===== src/rtl/booth_pkg.sv =====
//==== booth_pkg : shared Booth digit encoding and FSM state types (rev 1.0) ====
`default_nettype none

package booth_pkg;

   localparam int SDN_SINGLE = 2;
   localparam int SDN_DOUBLE = 1;
   localparam int SDN_NEGATE = 0;

   typedef struct packed {
      logic single;
      logic double;
      logic negate;
   } sdn_t;

   typedef enum logic [1:0] {
      IDLE  = 2'd0,
      ACCUM = 2'd1,
      DONE  = 2'd2
   } bpa_state_t;

endpackage

`default_nettype wire


===== src/rtl/booth_pp_gen.sv =====
//==== booth_pp_gen : radix-4 Booth partial product (0, +-y, +-2y) (rev 1.0) ====
`default_nettype none

module booth_pp_gen
   import booth_pkg::*;
#(
   parameter int N = 8
) (
   input  logic [2:0]   sdn,
   input  logic [N-1:0] y,
   output logic [N+1:0] pp,
   output logic         illegal
);

   sdn_t         code;
   logic [N+1:0] mag;

   assign code    = '{single: sdn[SDN_SINGLE], double: sdn[SDN_DOUBLE], negate: sdn[SDN_NEGATE]};
   assign illegal = code.single & code.double;

   // Illegal single+double leaves the magnitude at zero, so negate also yields zero.
   always_comb begin
      mag = '0;
      if (code.single && !code.double) begin
         mag = {{2{y[N-1]}}, y};
      end else if (code.double && !code.single) begin
         mag = {y[N-1], y, 1'b0};
      end
      pp = code.negate ? -mag : mag;
   end

endmodule

`default_nettype wire


===== src/rtl/booth_pp_accum.sv =====
//==== booth_pp_accum : sequential radix-4 Booth decoder/accumulator (rev 1.0) ====
`default_nettype none

module booth_pp_accum
   import booth_pkg::*;
#(
   parameter int N = 8
) (
   input  logic           clk,
   input  logic           rst,
   input  logic           load_valid,
   output logic           load_ready,
   input  logic [N-1:0]   y,
   input  logic           digit_valid,
   output logic           digit_ready,
   input  logic [2:0]     sdn,
   input  logic           digit_last,
   output logic           prod_valid,
   input  logic           prod_ready,
   output logic [2*N-1:0] prod,
   output logic           err
);

   localparam int D  = N / 2;
   localparam int W  = 2 * N;
   localparam int KW = (D > 1) ? $clog2(D) : 1;

   localparam logic [1:0] ST_IDLE  = IDLE;
   localparam logic [1:0] ST_ACCUM = ACCUM;
   localparam logic [1:0] ST_DONE  = DONE;

   logic [1:0]    state;
   logic [N-1:0]  y_q;
   logic [KW-1:0] k;
   logic [W-1:0]  acc;
   logic [W-1:0]  prod_q;
   logic          err_q;

   logic [N+1:0]  pp;
   logic          illegal;
   logic [W-1:0]  pp_ext;
   logic [W-1:0]  shifted;
   logic [W-1:0]  sum;
   logic          last;

   booth_pp_gen #(.N(N)) u_pp_gen (
      .sdn     (sdn),
      .y       (y_q),
      .pp      (pp),
      .illegal (illegal)
   );

   // Sign-extend to the full product width first; bits pushed past 2N by the shift are dropped.
   assign pp_ext  = W'(signed'(pp));
   assign shifted = pp_ext << {k, 1'b0};
   assign sum     = acc + shifted;
   assign last    = digit_last || (k == KW'(D - 1));

   always_ff @(posedge clk or posedge rst) begin
      if (rst) begin
         state  <= ST_IDLE;
         y_q    <= '0;
         k      <= '0;
         acc    <= '0;
         prod_q <= '0;
         err_q  <= 1'b0;
      end else begin
         case (state)
            ST_IDLE: begin
               if (load_valid) begin
                  y_q   <= y;
                  acc   <= '0;
                  k     <= '0;
                  err_q <= 1'b0;
                  state <= ST_ACCUM;
               end
            end
            ST_ACCUM: begin
               if (digit_valid) begin
                  acc <= sum;
                  k   <= k + 1'b1;
                  if (illegal) begin
                     err_q <= 1'b1;
                  end
                  if (last) begin
                     prod_q <= sum;
                     state  <= ST_DONE;
                  end
               end
            end
            ST_DONE: begin
               if (prod_ready) begin
                  state <= ST_IDLE;
               end
            end
            default: state <= ST_IDLE;
         endcase
      end
   end

   assign load_ready  = (state == ST_IDLE);
   assign digit_ready = (state == ST_ACCUM);
   assign prod_valid  = (state == ST_DONE);
   assign prod        = prod_q;
   assign err         = err_q;

endmodule

`default_nettype wire

===== config.mk =====
export PLATFORM = sky130hd
export DESIGN_NAME = booth_pp_accum
export DESIGN_NICKNAME = d
export VERILOG_FILES = /design/src/rtl/booth_pkg.sv /design/src/rtl/booth_pp_gen.sv /design/src/rtl/booth_pp_accum.sv
export SDC_FILE = /design/constraint.sdc
export NUM_CORES = 1
export LEC_CHECK = 0
export ABC_AREA = 1
export CELL_PAD_IN_SITES_DETAIL_PLACEMENT = 1
export CELL_PAD_IN_SITES_GLOBAL_PLACEMENT = 1
export CORE_MARGIN = 5
export CORE_UTILIZATION = 41
export DETAILED_ROUTE_END_ITERATION = 6
export GPL_TIMING_DRIVEN = 0
export PLACE_DENSITY = 0.84
export SKIP_CTS_REPAIR_TIMING = 1
export SLEW_MARGIN = 20
export SYNTH_ARGS = -nofsm -noshare
export SYNTH_HDL_FRONTEND = slang
export SYNTH_SLANG_ARGS = --single-unit

===== constraint.sdc =====
create_clock -name clk -period 3.4 [get_ports clk]
set_input_delay 1.02 -clock clk [delete_from_list [all_inputs] [get_ports clk]]
set_output_delay 1.02 -clock clk [all_outputs]
set_load 0.02 [all_outputs]

# Yosys cells after proc, flatten, opt, wreduce, memory -nomap -nowiden
# Cells that the tools add are included.
dict set report word_totals {
  output_inout_bits 20
  ff_bits 45
}
dict set report op_classes {
  n_mux 18
  add_sub_neg 3
  shifts 1
  n_reduce_logical 12
  n_eq_ne 8
  bitwise_logic 1
}
# cell count
set ops {}
lappend ops {{$mux W16} 2}
lappend ops {{$pmux W16 S2} 1}
lappend ops {{$mux W10} 3}
lappend ops {{$add A16 B16 Y16} 1}
lappend ops {{$shl A16 B3 Y16} 1}
lappend ops {{$mux W2} 6}
lappend ops {{$neg A10 Y10} 1}
lappend ops {{$reduce_and A4 Y1} 2}
lappend ops {{$ne A2 B1 Y1 const B} 3}
lappend ops {{$pmux W2 S3} 1}
lappend ops {{$reduce_and A3 Y1} 2}
lappend ops {{$eq A2 B2 Y1 const B} 2}
lappend ops {{$ne A2 B2 Y1 const B} 2}
lappend ops {{$pmux W2 S2} 1}
lappend ops {{$mux W1} 3}
lappend ops {{$add A2 B1 Y2 const B} 1}
lappend ops {{$eq A2 B1 Y1 const B} 1}
lappend ops {{$logic_and A1 B1 Y1} 2}
lappend ops {{$logic_not A1 Y1} 2}
lappend ops {{$logic_not A2 Y1} 1}
lappend ops {{$pmux W1 S2} 1}
lappend ops {{$reduce_and A2 Y1} 1}
lappend ops {{$reduce_bool A2 Y1} 1}
lappend ops {{$and A1 B1 Y1} 1}
lappend ops {{$logic_or A1 B1 Y1} 1}

# Longest topological paths before layout
# Gate-level depths: netlist of run 1.
dict set report depth {
  ltp_word 10
  depth_mapped 27
}

# By module
# From an unflattened synthesis of run 1, not the netlist that was laid out.
dict set report hier_totals {
  cells_unflattened 495
  area_unflattened_um2 3383.2
}
# module area_each_um2 cells_per_inst seq_area_each_um2 instances
set modules_own_cells {}
lappend modules_own_cells {booth_pp_accum 2939.1 409 1126.1 1}
lappend modules_own_cells {booth_pp_gen 444.2 86 0.0 1}

# Worst setup path after synthesis of run 1
# OpenSTA, ideal clock, no wires.
dict set report synth_timing {
  path_kind {in2reg}
  from {input sdn[2]}
  to {register prod_q[11], in the netlist prod[11]}
  required_ns 3.283
  slack_ns -0.263
  arrival_ns 3.545
  path_stages 24
  path_buffers 1
  cell_sequence {buf_6 -> inv_4 -> nor2_2 -> nand2_1 -> nand2_2 -> inv_2 -> ha_1 -> inv_1 -> nor2_2 -> nand2_1 -> nand2_1 -> xor2_1 -> nand2_1 -> nand3_1 -> o31ai_1 -> ha_1 -> inv_1 -> o21ai_0 -> a21oi_1 -> or2_2 -> nand3_1 -> or2_2 -> nand3_1 -> nand2_1}
}
dict set report synth_between {
  elab_chain_cells 8
}
# item line_no
set synth_rtl {}
lappend synth_rtl {{start, declared} booth_pp_accum.sv:16} ;# input logic [2:0] sdn,
lappend synth_rtl {{$logic_not A1 Y1} booth_pp_gen.sv:26} ;# end else if (code.double && !code.single) begin
lappend synth_rtl {{$logic_and A1 B1 Y1} booth_pp_gen.sv:26}
lappend synth_rtl {{$mux W10} booth_pp_gen.sv:26}
lappend synth_rtl {{$mux W10 *} booth_pp_gen.sv:24} ;# if (code.single && !code.double) begin
lappend synth_rtl {{$neg A10 Y10} booth_pp_gen.sv:29} ;# pp = code.negate ? -mag : mag;
lappend synth_rtl {{$mux W10 *} booth_pp_gen.sv:29}
lappend synth_rtl {{$shl A16 B3 Y16 *} booth_pp_accum.sv:55} ;# assign shifted = pp_ext << {k, 1'b0};
lappend synth_rtl {{$add A16 B16 Y16 *} booth_pp_accum.sv:56} ;# assign sum = acc + shifted;
lappend synth_rtl {{end signal, assigned} booth_pp_accum.sv:86} ;# prod_q <= sum;
lappend synth_rtl {{end, declared} booth_pp_accum.sv:36} ;# logic [W-1:0] prod_q;
# Every way passes the cells marked *; elsewhere a longest branch is shown, timed or not.
# A chain may end at the register's enable or synchronous reset.

# Worst setup path after layout of run 1
dict set report layout_timing {
  from {input sdn[1]}
  to {register acc[15]}
}
dict set report layout_between {
  elab_chain_cells 9
}
# item line_no
set layout_rtl {}
lappend layout_rtl {{$logic_and A1 B1 Y1 / $logic_not A1 Y1 (equally long branches)} {booth_pp_gen.sv:26, booth_pp_gen.sv:24}}
lappend layout_rtl {{$mux W10 / $logic_and A1 B1 Y1 (equally long branches)} {booth_pp_gen.sv:26, booth_pp_gen.sv:24}}
lappend layout_rtl {{$mux W10 *} booth_pp_gen.sv:24}
lappend layout_rtl {{$neg A10 Y10} booth_pp_gen.sv:29}
lappend layout_rtl {{$mux W10 *} booth_pp_gen.sv:29}
lappend layout_rtl {{$shl A16 B3 Y16 *} booth_pp_accum.sv:55}
lappend layout_rtl {{$add A16 B16 Y16 *} booth_pp_accum.sv:56}
lappend layout_rtl {{$mux W16 *} booth_pp_accum.sv:79} ;# if (digit_valid) begin
lappend layout_rtl {{$pmux W16 S2 *} booth_pp_accum.sv:68} ;# case (state)
lappend layout_rtl {{end signal, assigned} booth_pp_accum.sv:80} ;# acc <= sum;
lappend layout_rtl {{end, declared} booth_pp_accum.sv:35} ;# logic [W-1:0] acc;
# Every way passes the cells marked *; elsewhere a longest branch is shown, timed or not. The select of a mux whose other input is x is not followed.

==> results of run 1 <==
## sequential cells by signal, summed over array words and instances (netlist names)
register,cells
state,2
k,2
y_q,8
err,1
acc,16
prod,16
## worst max path at each step
stage               end  cells past startpoint  slack, ns
2_1_floorplan   acc[11]                     24      -0.11
3_3_place_gp   prod[15]                     24      -1.21
3_5_place_dp   prod[15]                     25      -1.30
4_1_cts        prod[15]                     25      -1.04
5_1_grt        prod[15]                     24      -0.42
6_report        acc[15]                     25      -0.31
## cells by family after synthesis
logic type,share of synthesized area (%)
xor gates and xnor gates,2.16
adders and majority gates,7.19
and+or+nand+nor,37.6
AOI/OAI and AO/OA,11.6
DFF,34.8
buffers and inverters,6.72
## worst reg2reg max path, stage by stage (launching register included)
cell	delay [ns]
dfrtp_1	0.52
nand3_2	0.25
ha_4	0.24
inv_4	0.06
nor2_4	0.04
nand2_2	0.07
nand2_2	0.07
xor2_2	0.30
o21ai_2	0.13
nand2_2	0.10
o21ai_4	0.09
ha_4	0.31
nand2_4	0.08
nor2_4	0.14
inv_2	0.08
nor4_4	0.28
nand2_1	0.10
nand2b_1	0.10
nand3_2	0.08
nand3_1	0.11
nand2_1	0.06
## power by group through the flow
stage | clock, mW | combinational (mW) | sequential, mW
CTS | 0.349 | 2.79 | 0.943
global route | 0.379 | 4.24 | 1.01
global placement | 0 | 2.65 | 0.937
finish | 0.349 | 3.97 | 0.980
floorplan | 0 | 1.87 | 1.01
detailed placement | 0 | 2.77 | 0.950
## metrics by stage
step	cell area, um2	hold WS (ns)	cells	TNS, ns
6_report	4600	0.473	622	-3.79
5_1_grt	4600	0.518	622	-6.33
4_1_cts	3890	0.479	596	-20.47
3_5_place_dp	3810	0.458	589	-29.47
3_3_place_gp	3790	0.455	588	-27.11
2_1_floorplan	3320	0.446	452	-0.371
## cell type report
cell class,count,area share [%]
tap,102,2.77
clock inverter,1,0.190
multi-input combinational,355,53.1
inverter,43,4.16
timing repair buffer,61,12.4
clock buffer,6,1.58
buffer,9,1.36
sequential,45,24.5
## routing by layer
metal / global-route usage, % / wire length [um] / up-vias
li1: - / - / 1622
met1: 28.8 / 5430 / 1746
met2: 35.3 / 6320 / 117
met3: 1.98 / 568 / 42
met4: 3.89 / 524 / 0
met5: 0 / 0 / -
## cell usage after synthesis, types with 2 or more instances
| cell | n |
|---|---|
| inv_1 | 32 |
| clkbuf_1 | 2 |
| nand3_1 | 50 |
| a22o_1 | 6 |
| inv_2 | 6 |
| buf_4 | 2 |
| nand3_2 | 3 |
| or2_2 | 5 |
| nor3_1 | 3 |
| nor4_1 | 2 |
| xnor2_1 | 2 |
| nor2_1 | 22 |
| nand2_4 | 2 |
| nand2_1 | 159 |
| a31oi_1 | 3 |
| o21ai_2 | 2 |
| a32o_1 | 2 |
| nand2_2 | 7 |
| ha_1 | 17 |
| xor2_1 | 6 |
| nand4_1 | 2 |
| nor2_4 | 7 |
| nor2_2 | 2 |
| a21oi_1 | 17 |
| dfrtp_1 | 45 |
| nand3b_1 | 2 |
| o21ai_0 | 18 |
| o21ai_1 | 7 |
| clkinv_1 | 4 |
| buf_2 | 4 |
==> results_dict.tcl, run 1 <==
set metrics [dict create \
    wl_per_cell_um 20.6 \
    die_w_um 98.9 \
    hold_violations 0 \
    cp.required_ns 3.61 \
    ys_types 41 \
    coreArea_um2 7730 \
    p_leak_nw 2.20 \
    multi_input_area_um2 2450 \
    reg2reg_depth 20 \
    worstMarginPinSlew_ns 0.613 \
    io_buffers 34 \
    syn_nets 487 \
    yosysSeqAreaShare_pct 34.8 \
    cts_root_buf "clkbuf_8" \
    postSynthCellCount 452 \
    grt_max_degree 26 \
    grt_pass1_vias 3371 \
    path_delay_family "simple AND/OR/NAND/NOR gates" \
    critPathKind "primary input to flop" \
    numClockSinks 45 \
    drt-pass1-iter-count 4 \
    path_clk_slew_ns 0.10 \
    setup_viol 21 \
    power_frac_comb_pct 74.9 \
    final.setup.worst_slack_ns -0.315 \
    routed_wl_um 12800 \
    io_pins 37 \
    cts_buffers 5 \
    pwr-share-seq_pct 18.5 \
    cp.arrival_ns 3.92 \
    ctsLongestPathBuffers 2 \
    holdPathEnd "prod[0]" \
    swShare_pct 53.5 \
    cp_common_cell "nand2_2" \
    ant_nets 0 \
    rsz0062_at_grt "yes" \
    start_kind "primary input" \
    slowest_stage "ha_4" \
    grt_overflow 0 \
    hold_path.class "flop to flop" \
    dp_slack_ns -1.30 \
    async_reset_ff_share_pct 100 \
    internal_power_mw 2.47 \
    drtIter0Drc 226 \
    fin_skew_ns 0.00950 \
    max-slew-margin-rel_pct 59.1 \
    p_sw_mw 2.83 \
    n_fill_cell 934 \
    drv_slew 0 \
    syn_avg_cell_area_um2 7.16 \
    synth_flop_cell "dfrtp_1" \
    num_vias 3527 \
    violations "negative setup slack" \
    cp_num_buf_inv 5 \
    cp_max_fo 6 \
    slowest_delay_ns 0.31 \
    endpoint_kind "flop" \
    period_share_pct 109 \
    power.total_mw 5.30 \
    crit_start "sdn[1]" \
    die-area_um2 9780 \
    vias_per_cell 5.67 \
    die_y_um 98.9 \
    hold_start "prod[0]" \
    synth_top_area_share_pct 34.8 \
    synth_seq_cells 45 \
    gp_congestion 0.894 \
    max_cap_viol_count 0 \
    ctsHtreeMaxLevel 2 \
    min_path_cells 2 \
    post-dp-hpwl_um 7770 \
    clk_latency_ns 0.31 \
    synthToLayoutAreaGrowth_pct 42.2 \
    regToRegStartpoint "y_q[0]" \
    drive_gt1_share_pct 33.3 \
    utilization_pct 59.6 \
    ys_warn_count 0 \
    synth_edf_count 0 \
    final_cell_mix "nand2_1 (132), dfrtp_1 (45), nand3_1 (33), clkdlybuf4s50_1 (33), nand2_2 (28)" \
    synth_area_leaders "dfrtp_1 (35%), nand2_1 (18%), nand3_1 (7.7%)" \
    max_freq_mhz 269 \
    initial_core_util_pct 41.9 \
    fin_crit_ns 3.71 \
    diodes 0 \
    timing.rr.end "acc[15]" \
    cts_tree "yes" \
    row_count 32 \
    ir_worst_vdd_v 0.000496 \
    final_common_cell "nand2_1" \
    reg2reg_slack_ns 0.08 \
    grt_pass1_wl_um 16500 \
    antenna_found_initial 0 \
    synth_area_leader_cell "dfrtp_1" \
    drc 0 \
    powerDensity_nw_per_um2 1150 \
    netlist_area_um2 3240 \
    track_usage_pct 20.7 \
    clockPowerShare_pct 6.6 \
    status "finished, violations left" \
    nNetsFinal 555 \
    register_area_um2 1130 \
]
(Power assumes the default switching activity.)
==> run 2, diff against run 1 <==
--- a/config.mk
+++ b/config.mk
@@ -8,9 +8,7 @@
 export ABC_AREA = 1
-export CELL_PAD_IN_SITES_DETAIL_PLACEMENT = 1
-export CELL_PAD_IN_SITES_GLOBAL_PLACEMENT = 1
 export CORE_MARGIN = 5
-export CORE_UTILIZATION = 41
+export CORE_UTILIZATION = 57
 export DETAILED_ROUTE_END_ITERATION = 6
 export GPL_TIMING_DRIVEN = 0
-export PLACE_DENSITY = 0.84
+export PLACE_DENSITY = 0.85
 export SKIP_CTS_REPAIR_TIMING = 1
==> constraint.sdc (replaced) <==
create_clock -name clk -period 4.04 [get_ports clk]
set_input_delay 1.212 -clock clk [delete_from_list [all_inputs] [get_ports clk]]
set_output_delay 1.212 -clock clk [all_outputs]
set_load 0.005 [all_outputs]
==> run 2 against run 1 <==
  * The flow now finishes without violations
  * Routed wire length is 34% lower
  * Sequential power is 19% lower
  * Clock skew is 0.0035 ns lower
  * First-iteration DRC count is 3.1% higher
  * Combinational power is 41% lower
  * Register-to-register slack better by 0.91 ns
  * Final cell count is 8.0% lower
  * Die area is 25% lower
  * Via count is 9.2% lower
  * Non-clock buffer count is 21 lower
  * Critical endpoint is now prod[12]
  * Largest power group unchanged
  * Highest routed layer unchanged
==> results_dict.tcl, run 2 (synthesis gave the netlist of run 1 again) <==
set metrics [dict create \
    max_freq_mhz 260 \
    gp_congestion 0.961 \
    clk_latency_ns 0.30 \
    io_buffers 34 \
    cp_num_buf_inv 3 \
    routed_wl_um 8430 \
    max_cap_viol_count 0 \
    reg2reg_slack_ns 0.99 \
    antenna_found_initial 0 \
    cp.required_ns 4.24 \
    drtIter0Drc 233 \
    setup_viol 0 \
    register_area_um2 1130 \
    drv_slew 0 \
    cts_root_buf "clkbuf_8" \
    final_cell_mix "nand2_1 (154), nand3_1 (48), dfrtp_1 (45)" \
    fin_crit_ns 3.85 \
    endpoint_kind "flop" \
    ctsLongestPathBuffers 2 \
    n_fill_cell 441 \
    track_usage_pct 23.5 \
    io_pins 37 \
    drive_gt1_share_pct 16.8 \
    cts_buffers 5 \
    slowest_delay_ns 0.32 \
    pwr-share-seq_pct 23.0 \
    hold_violations 0 \
    coreArea_um2 5510 \
    diodes 0 \
    num_vias 3202 \
    power.total_mw 3.42 \
    worstMarginPinSlew_ns 0.476 \
    p_sw_mw 1.72 \
    cp_max_fo 8 \
    hold_path.class "flop to flop" \
    critPathKind "primary input to flop" \
    drt-pass1-iter-count 5 \
    final_common_cell "nand2_1" \
    ant_nets 0 \
    synthToLayoutAreaGrowth_pct 22.2 \
    start_kind "primary input" \
    die-area_um2 7290 \
    die_y_um 85.4 \
    p_leak_nw 2.00 \
    ctsHtreeMaxLevel 2 \
    row_count 27 \
    swShare_pct 50.2 \
    utilization_pct 71.9 \
    nNetsFinal 534 \
    slowest_stage "ha_1" \
    initial_core_util_pct 58.8 \
    internal_power_mw 1.70 \
    path_clk_slew_ns 0.09 \
    cp_common_cell "nand2_1" \
    post-dp-hpwl_um 6420 \
    status "finished clean" \
    powerDensity_nw_per_um2 865 \
    max-slew-margin-rel_pct 68.2 \
    worstPathCellList "clkbuf_4, inv_4, nor2_4, nand2_2, nand2_4, inv_2, ha_1, o21ai_1, or2_1, nand2_1, nor2_1, a31oi_1, ha_1, a21oi_1, o21ai_0, nand2_1, nand3_1, or2_2, nand3_1, nand2_1" \
    vias_per_cell 5.60 \
    numClockSinks 45 \
    ir_worst_vdd_v 0.000477 \
    clockPowerShare_pct 8.3 \
    grt_overflow 0 \
    grt_pass1_vias 2929 \
    grt_max_degree 26 \
    drc 0 \
    grt_pass1_wl_um 13800 \
    path_delay_family "simple AND/OR/NAND/NOR gates" \
    rsz0062_at_grt "yes" \
    wl_per_cell_um 14.7 \
    power_frac_comb_pct 68.7 \
    die_w_um 85.4 \
    fin_skew_ns 0.00598 \
    cp.arrival_ns 4.05 \
    period_share_pct 95.2 \
    cts_tree "yes" \
    multi_input_area_um2 2040 \
]
[run 2: layout make-up]
cell class	instances	area share [%]
well taps	72	2.28
multi-input cells	355	51.6
plain buffers	9	1.36
clock buffers	7	1.93
clock inverters	1	0.190
repair buffers	40	9.99
flip-flops and latches	45	28.5
inverters	43	4.20
[run 2: worst paths after layout]
check,from,end,depth (start not counted)
worst min register to register,prod[1],prod[1],2
worst max register to register,y_q[0],prod[12],15
worst min-delay path,prod[1],prod[1],2
min in group asynchronous,rst,prod[10],2
max in group asynchronous,rst,k[0],3
worst max-delay path,sdn[1],prod[12],20
[run 2: tightest hold or removal path, delay by kind of cell (launching register included)]
family           cells  cell delay [ns]
DFF                  1             0.35
and+or+nand+nor      2             0.10
[run 2: power by group through the flow]
stage               sequential (mW)  clock, mW  combinational (mW)
detailed placement            0.788          0                2.05
finish                        0.789      0.283                2.35
global placement              0.780          0                2.00
floorplan                     0.766          0                1.48
CTS                           0.783      0.288                2.07
global route                  0.814      0.310                2.61
[run 2: layer usage]
| metal | vias to the layer above | share of wire, % | wire, um | global-route usage [%] |
|---|---|---|---|---|
| met2 | 127 | 47 | 3920 | 36.3 |
| met3 | 20 | 6.6 | 559 | 4.27 |
| li1 | 1582 | - | - | - |
| met1 | 1473 | 45 | 3790 | 33.3 |
| met4 | 0 | 1.8 | 153 | 7.48 |
| met5 | - | 0 | 0 | 0 |
[run 2: through the flow]
stage	setup TNS (ns)	setup slack [ns]	area (um2)	cells	hold slack, ns
global route	-0.0945	-0.0413	3960	572	0.509
CTS	-7.23	-0.584	3770	567	0.487
detailed placement	-15.36	-0.873	3690	559	0.464
finish	0	0.194	3960	572	0.478
global placement	-13.55	-0.766	3670	558	0.452
floorplan	0	0.185	3240	452	0.448
==> run 3, diff against run 2 <==
Settings changed: CORE_UTILIZATION 57 to 45, PLACE_DENSITY 0.85 to 0.7, RECOVER_POWER set to 50, SKIP_LAST_GASP set to 1.
==> run 3 against run 2 <==
  * Cell area increased by 0.41%
  * Clock skew increased by 0.0050 ns
  * Sequential power decreased by 1%
  * Utilization decreased by 16 points
  * Maximum frequency decreased by 1.6%
  * Non-clock buffer count unchanged
  * Global-route usage decreased by 3.9 points
  * Sequential share of layout area decreased by 0.12 points
  * Largest cell class unchanged
==> results_dict.tcl, run 3 (synthesis gave the netlist of run 1 again) <==
set metrics [dict create \
    die_w_um 94.8 \
    multi_input_area_um2 2010 \
    internal_power_mw 1.70 \
    register_area_um2 1130 \
    gp_congestion 0.919 \
    pwr-share-seq_pct 23.1 \
    endpoint_kind "flop" \
    drv_slew 0 \
    nNetsFinal 534 \
    dp_slack_ns -0.834 \
    vias_per_cell 5.14 \
    fin_crit_ns 3.91 \
    grt_overflow 0 \
    holdPathEnd "prod[1]" \
    numClockSinks 45 \
    final_area_um2 3970 \
    max_cap_viol_count 0 \
    cp.required_ns 4.25 \
    swShare_pct 49.5 \
    ant_nets 0 \
    antenna_found_initial 0 \
    drtIter0Drc 198 \
    holdWs_ns 0.480 \
    routed_wl_um 8320 \
    path_clk_slew_ns 0.10 \
    reg2reg_depth 21 \
    dpl_cell_area_um2 3720 \
    die_y_um 94.8 \
    power.total_mw 3.37 \
    diodes 0 \
    power_frac_comb_pct 66.2 \
    hold_violations 0 \
    numPlacedInstances 586 \
    period_share_pct 96.7 \
    post-dp-hpwl_um 6490 \
    drc 0 \
    ir_worst_vdd_v 0.000380 \
    timing.setup.tns_ns 0 \
    max-slew-margin-rel_pct 0.854 \
    critPathKind "primary input to flop" \
    cts_tree "yes" \
    row_count 31 \
    hold_start "prod[1]" \
    max_freq_mhz 256 \
    synthToLayoutAreaGrowth_pct 22.7 \
    coreArea_um2 7140 \
    ctsLongestPathBuffers 2 \
    cp_max_fo 8 \
    num_vias 3081 \
    start_kind "primary input" \
    n_fill_cell 725 \
    worstMarginPinSlew_ns 1.49 \
    cts_buffers 5 \
    io_pins 37 \
    clockPowerShare_pct 10.7 \
    grt_pass1_wl_um 13800 \
    reg2reg_slack_ns 0.90 \
    hold_path.class "flop to flop" \
    final_cell_mix "nand2_1 (156), nand3_1 (48), dfrtp_1 (45)" \
    finalNonFillerCells 599 \
    grt_pass1_vias 2879 \
    final_common_cell "nand2_1" \
    powerDensity_nw_per_um2 848 \
    cts_root_buf "clkbuf_8" \
    ctsHtreeMaxLevel 2 \
    regToRegStartpoint "y_q[0]" \
    timing.rr.end "prod[11]" \
    fin_skew_ns 0.0110 \
    p_leak_nw 2.01 \
    final.setup.worst_slack_ns 0.133 \
    drt-pass1-iter-count 5 \
    wl_per_cell_um 13.9 \
    cp.arrival_ns 4.12 \
    min_path_cells 2 \
    initial_core_util_pct 45.4 \
    io_buffers 34 \
    status "finished clean" \
    clk_latency_ns 0.31 \
    setup_viol 0 \
    p_sw_mw 1.67 \
    grt_max_degree 27 \
    track_usage_pct 19.6 \
    utilization_pct 55.7 \
    die-area_um2 8990 \
    drive_gt1_share_pct 15.8 \
]
==> run 3: changes by cell type in the layout (fill, tap and decap cells not counted), sizes merged <==
cell / delta
buf: -1
bufinv: +1
clkbuf: -1
clkdlybuf4s50: -6
clkinv: +1
dlygate4sd3: +6
==> run 3: worst max-delay path, cell delays in order <==
cell and delay, ns:
buf_4 0.13, inv_4 0.07, nor2_4 0.15, nand2_2 0.06, nand2_2 0.09, inv_2 0.05, ha_1 0.17, inv_1 0.08
nor2_2 0.06, nand2_1 0.05, nand2_1 0.08, xor2_2 0.22, nand2_1 0.11, nand3_2 0.08, o31ai_2 0.09, ha_1 0.37
inv_2 0.09, o21ai_2 0.07, a21oi_2 0.20, or2_4 0.15, nand3_2 0.08, or2_2 0.30, nand3_1 0.07, nand2_1 0.05
==> run 3: worst max path at each step <==
stage	to	from	depth (start not counted)
after floorplan	prod[11]	sdn[2]	24
after global placement	prod[14]	sdn[1]	23
after detailed placement	prod[14]	sdn[1]	23
after CTS	acc[15]	sdn[1]	24
after global routing	prod[11]	sdn[1]	24
final	prod[11]	sdn[1]	24
==> run 3: cell type report <==
cell class                 count  area share, %
clock inverter                 3           1.16
tap                           99           3.12
timing repair buffer          40           9.54
inverter                      43           4.19
sequential                    45           28.3
multi-input combinational    355           50.6
buffer                         9           1.32
clock buffer                   5           1.73
==> run 3: power by group through the flow <==
| stage | clock (mW) | combinational (mW) | sequential [mW] |
|---|---|---|---|
| after floorplan | 0 | 1.48 | 0.766 |
| after global placement | 0 | 2.03 | 0.780 |
| after detailed placement | 0 | 2.07 | 0.786 |
| after CTS | 0.370 | 2.08 | 0.777 |
| after global routing | 0.386 | 2.50 | 0.808 |
| final | 0.360 | 2.23 | 0.779 |
==> run 3: metal layers <==
layer  routed length (um)  global-route usage [%]  share of wire, %
met5                    0                       0                 0
met2                 3870                    32.2                47
met4                  114                    5.17               1.4
met3                  448                    4.22               5.4
met1                 3890                    26.2                47
